`src/rtl/lfsr.sv`:
```
// Fibonacci LFSR pseudo-random word generator with a lockup guard.
// Supported widths 8/16/24/32 use maximal-length taps; anything else fails elaboration.
module lfsr #(
  parameter int          WIDTH = 16,
  parameter logic [31:0] SEED  = 32'h0000_ACE1
) (
  input  logic             clk,
  input  logic             rst,
  output logic [WIDTH-1:0] out
);

  function automatic logic [31:0] tap_mask(input int w);
    case (w)
      8:       return 32'h0000_00B8;
      16:      return 32'h0000_B400;
      24:      return 32'h00E1_0000;
      32:      return 32'h8020_0003;
      default: return 32'h0000_0000;
    endcase
  endfunction

  if (!(WIDTH == 8 || WIDTH == 16 || WIDTH == 24 || WIDTH == 32)) begin : g_bad_width
    $error("lfsr: WIDTH must be 8, 16, 24 or 32");
  end

  localparam logic [31:0]      TAPS_ALL = tap_mask(WIDTH);
  localparam logic [WIDTH-1:0] TAPS     = TAPS_ALL[WIDTH-1:0];
  localparam logic [WIDTH-1:0] SEED_W   = SEED[WIDTH-1:0];
  localparam logic [WIDTH-1:0] ONE      = {{(WIDTH-1){1'b0}}, 1'b1};
  // A zero seed would lock the register, so it is promoted to 1.
  localparam logic [WIDTH-1:0] EFF_SEED = (SEED_W == '0) ? ONE : SEED_W;

  logic [WIDTH-1:0] state = EFF_SEED;
  logic             fb;

  assign fb  = ^(state & TAPS);
  assign out = state;

  always_ff @(posedge clk) begin
    if (rst) begin
      state <= EFF_SEED;
    end else if (state == '0) begin
      state <= EFF_SEED;
    end else begin
      state <= {state[WIDTH-2:0], fb};
    end
  end

endmodule

```
`config.mk`:
```
export PLATFORM = sky130hd
export DESIGN_NAME = lfsr
export DESIGN_NICKNAME = d
export VERILOG_FILES = /design/src/rtl/lfsr.sv
export SDC_FILE = /design/constraint.sdc
export NUM_CORES = 1
export LEC_CHECK = 0
export ABC_AREA = 1
export BUFFER_PORTS_ARGS = -buffer_cell sky130_fd_sc_hd__buf_2
export CORE_AREA = 4 4 41 43
export CTS_CLUSTER_DIAMETER = 120
export DETAILED_ROUTE_END_ITERATION = 8
export DIE_AREA = 0 0 45 47
export PLACE_DENSITY = 0.71
export SETUP_SLACK_MARGIN = 0.1
export SYNTH_ARGS = -nofsm -noshare
export SYNTH_HDL_FRONTEND = slang
export SYNTH_SLANG_ARGS = --single-unit
```
`constraint.sdc`:
```
create_clock -name clk -period 1.9 [get_ports clk]
set_input_delay 0.285 -clock clk [delete_from_list [all_inputs] [get_ports clk]]
set_output_delay 0.285 -clock clk [all_outputs]
set_load 0.05 [all_outputs]
```
---- After elaboration in Yosys (flattened, before gate mapping) ----
Index checks and enable logic that the tools add are counted.
cells by class
  add/subtract/negate cells ............... 0
  multipliers ............................. 0
  divide/modulo/power cells ............... 0
  order comparisons ....................... 0
  equal/unequal tests ..................... 0
  shift-type cells ........................ 0
  mux-type cells .......................... 0
  bitwise logic cells ..................... 0
  reduce and logical (&&, ||, !) cells .... 3
operators by type and width
  operator              count
  16-bit logical NOT    1
  16-bit XOR reduction  1
  2-bit OR reduction    1
storage, ports and cells
  bits in registers ....................... 16
  latch bits .............................. 0
  bits in writable memories ............... 0
  memory bits (read-only) ................. 0
  input bits .............................. 2
  output and inout bits ................... 16
  logic and storage cells ................. 4
  memories kept ........................... 0

---- Depth between registers and ports, before layout ----
  word-level depth ........................ 2
  gate-level depth with buffers ........... 8
  depth with buffers taken out ............ 8

---- Worst setup path after synthesis ----
OpenSTA, ideal clock, no wires.
  kind .................................... register -> register
  from .................................... register state[13] (netlist: out[13])
  to ...................................... register state[0] (netlist: out[0])
  library setup time ...................... 126 ps
  arrival ................................. 1393 ps
  required time ........................... 1774 ps
  path slack .............................. 380 ps
  cell stages (with the launch flop) ...... 9
  clock period less this slack ............ 1520 ps
  cell sequence ........................... dfxtp_1 -> inv_1 -> ha_1 -> inv_1 -> nand2_1 -> nand2_1 -> nand2_1 -> nand2_1 -> nand3_1
between the ends
  word-level cells in the longest chain between the ends .. 2
ends and longest elaborated chain
  item                                 RTL line  text
  start, declared                      33        logic [WIDTH-1:0] state = EFF_SEED;
  start signal, assigned               45        state <= {state[WIDTH-2:0], fb};
  16-bit logical NOT                   42        end else if (state == '0) begin
  2-bit OR reduction (no source line)  n/a
Several ways; a longest one is shown, not always the timed one.
A chain may end at the register's enable or synchronous reset.

---- Final worst setup path ----
  from .................................... register state[15] (netlist: out[15])
  to ...................................... output port out[15]
RTL lines
  item           RTL line  text
  end, declared  9         output logic [WIDTH-1:0] out
No word-level cell between the ends.

==> results.ini <==
[status]
status=finished clean

[routing]
route.vias.total=464
drc=0
wl_per_cell_um=10.1
drtIter0Drc=5
routed_via_density=4.55
routed_wl_um=1030
firstDrtPassIters=4
ant_nets=0

[layout]
syn_to_final_growth_pct=23.5
fin_util_pct=56.6
drive_gt1_share_pct=39.1
fin_area_um2=737
final_cells=102
diodes=0
layout_commonest_cell=buf_2
largest_register_ffs=16
nNetsFinal=91
layout_common_cells=buf_2, dfxtp_1, inv_1

[yosys]
ys_types=12
netlist_top_cells_area=dfxtp_1, nor2_2, nand3b_1
synth_fp_nets=69
yosysTopAreaCell=dfxtp_1
syn-cell-area_um2=597
ys_seq_area_share_pct=53.7
yosys_warnings=0
synth_top_cell_area_share_pct=53.7
ys_ff_latch=16
syn_area_per_cell_um2=9.04
syn_inst=66

[clocking]
cts_max_level=1
post_cts_buffers=0
clk_path_buf_depth=2
cts_tree=yes
cts_resized=0
cts.sinks=16
cts_made_buffers=3
cts_root_buf=clkbuf_4
holdBufCountCts=0
clkSlewWorstSetupHoldPaths_ps=100
clk_latency_ps=280

[critical_path]
end_kind=output port
crit_path_max_incr_delay_ps=400
cp_slowest_cell=dfxtp_1
crit_chain=buf_2
path_class=flop to output port
crit_required_ps=1620
crit_arrival_ps=980
crit_path_max_fanout=4
start_kind=flop
critPathTopFamily=flip-flops
cp_num_buf_inv=1

[flow_run]
drv_cap=0

[global_routing]
grtUsageTotal_pct=11.6
gr-total-overflow=0
grt_max_degree=10
grt_pass1_wl_um=1710
antenna_found_initial=0
grt_pass1_vias=400

[timing]
fin_setup_tns_ps=0
hold_viol_final=0
fin_crit_sh_pct=66.4
final-setup-viol-count=0
grt_setup_unrepaired=false
worst_slew_pin_slew_ps=254
slew_headroom_pct=83.2
fmax_ghz=0.792
fin_skew_ps=6.69
slew_violations=0
final.min_clock_period_ps=1260

[power_and_ir_drop]
ir_worst_vdd_uv=757
leakage_nw=0.387
powerDensity_nw_per_um2=1010
fin_total_pwr_w=0.000747

[floorplanning]
die_x_um=45
rows=13
core_area_um2=1300
initial_core_util_pct=45.9
io_pins=18
die_h_um=47
dieArea_um2=2120

[placement]
placed_cell_area_um2=701
hpwl_um=810
placedCellCount=98
port-buffer-count=17
place_congestion=0.801

[min_path]
hold_path_class=input port to flop

## synth_stat cells
| cell type | n |
|---|---|
| dfxtp_1 | 16 |
| inv_1 | 11 |
| nand2_1 | 9 |
| nor2_2 | 9 |
| nor2_1 | 7 |
| nand3b_1 | 6 |
| nand3_1 | 3 |
| ha_1 | 1 |
| inv_2 | 1 |
| nand2_4 | 1 |
| nand2_8 | 1 |
| nor2_4 | 1 |
## report_power, final
| group | total, W | switching, W | internal [W] |
|---|---|---|---|
| Clock | 0.000223 | 0.000106 | 0.000117 |
| Sequential | 0.000372 | 0.0000147 | 0.000358 |
| Combinational | 0.000152 | 0.000115 | 0.0000364 |
## logic make-up (layout without fill, tap and decap cells)
kind of cell               after synthesis  in the layout  share of synthesized area (%)
buffers and inverters                   12             33                           7.55
and+or+nand+nor                         37             37                           36.7
DFF                                     16             16                           53.7
adders and majority gates                1              1                           2.10
## per-layer routing
layer	share of wire (%)	vias up	GRT usage, %
met2	45	18	17.2
met5	0	-	0
li1	-	242	-
met1	45	202	14.7
met4	0.97	0	3.51
met3	9.0	2	6.13
## per-stage QoR
| stage | hold slack [ps] | setup slack (ps) |
|---|---|---|
| 2_1_floorplan | 466 | 380 |
| 3_3_place_gp | 447 | 740 |
| 3_5_place_dp | 445 | 728 |
| 4_1_cts | 288 | 632 |
| 5_1_grt | 288 | 584 |
| 6_report | 291 | 638 |
## final cells by class
class | count | area, um^2
tap | 15 | 18.8
clock buffer | 4 | 36.3
fill | 132 | 564
sequential | 16 | 320
inverter | 12 | 45.0
timing repair buffer | 17 | 85.1
multi-input combinational | 38 | 231
## worst paths after layout
check / end / startpoint / cells past startpoint / slack, ps
worst max-delay path: out[15] / out[15] / 1 / 640
worst max register to register: out[0] / out[13] / 8 / 720
worst min register to register: out[2] / out[1] / 2 / 450
worst min-delay path: out[6] / rst / 3 / 290
Power figures use the tool's default switching activity.
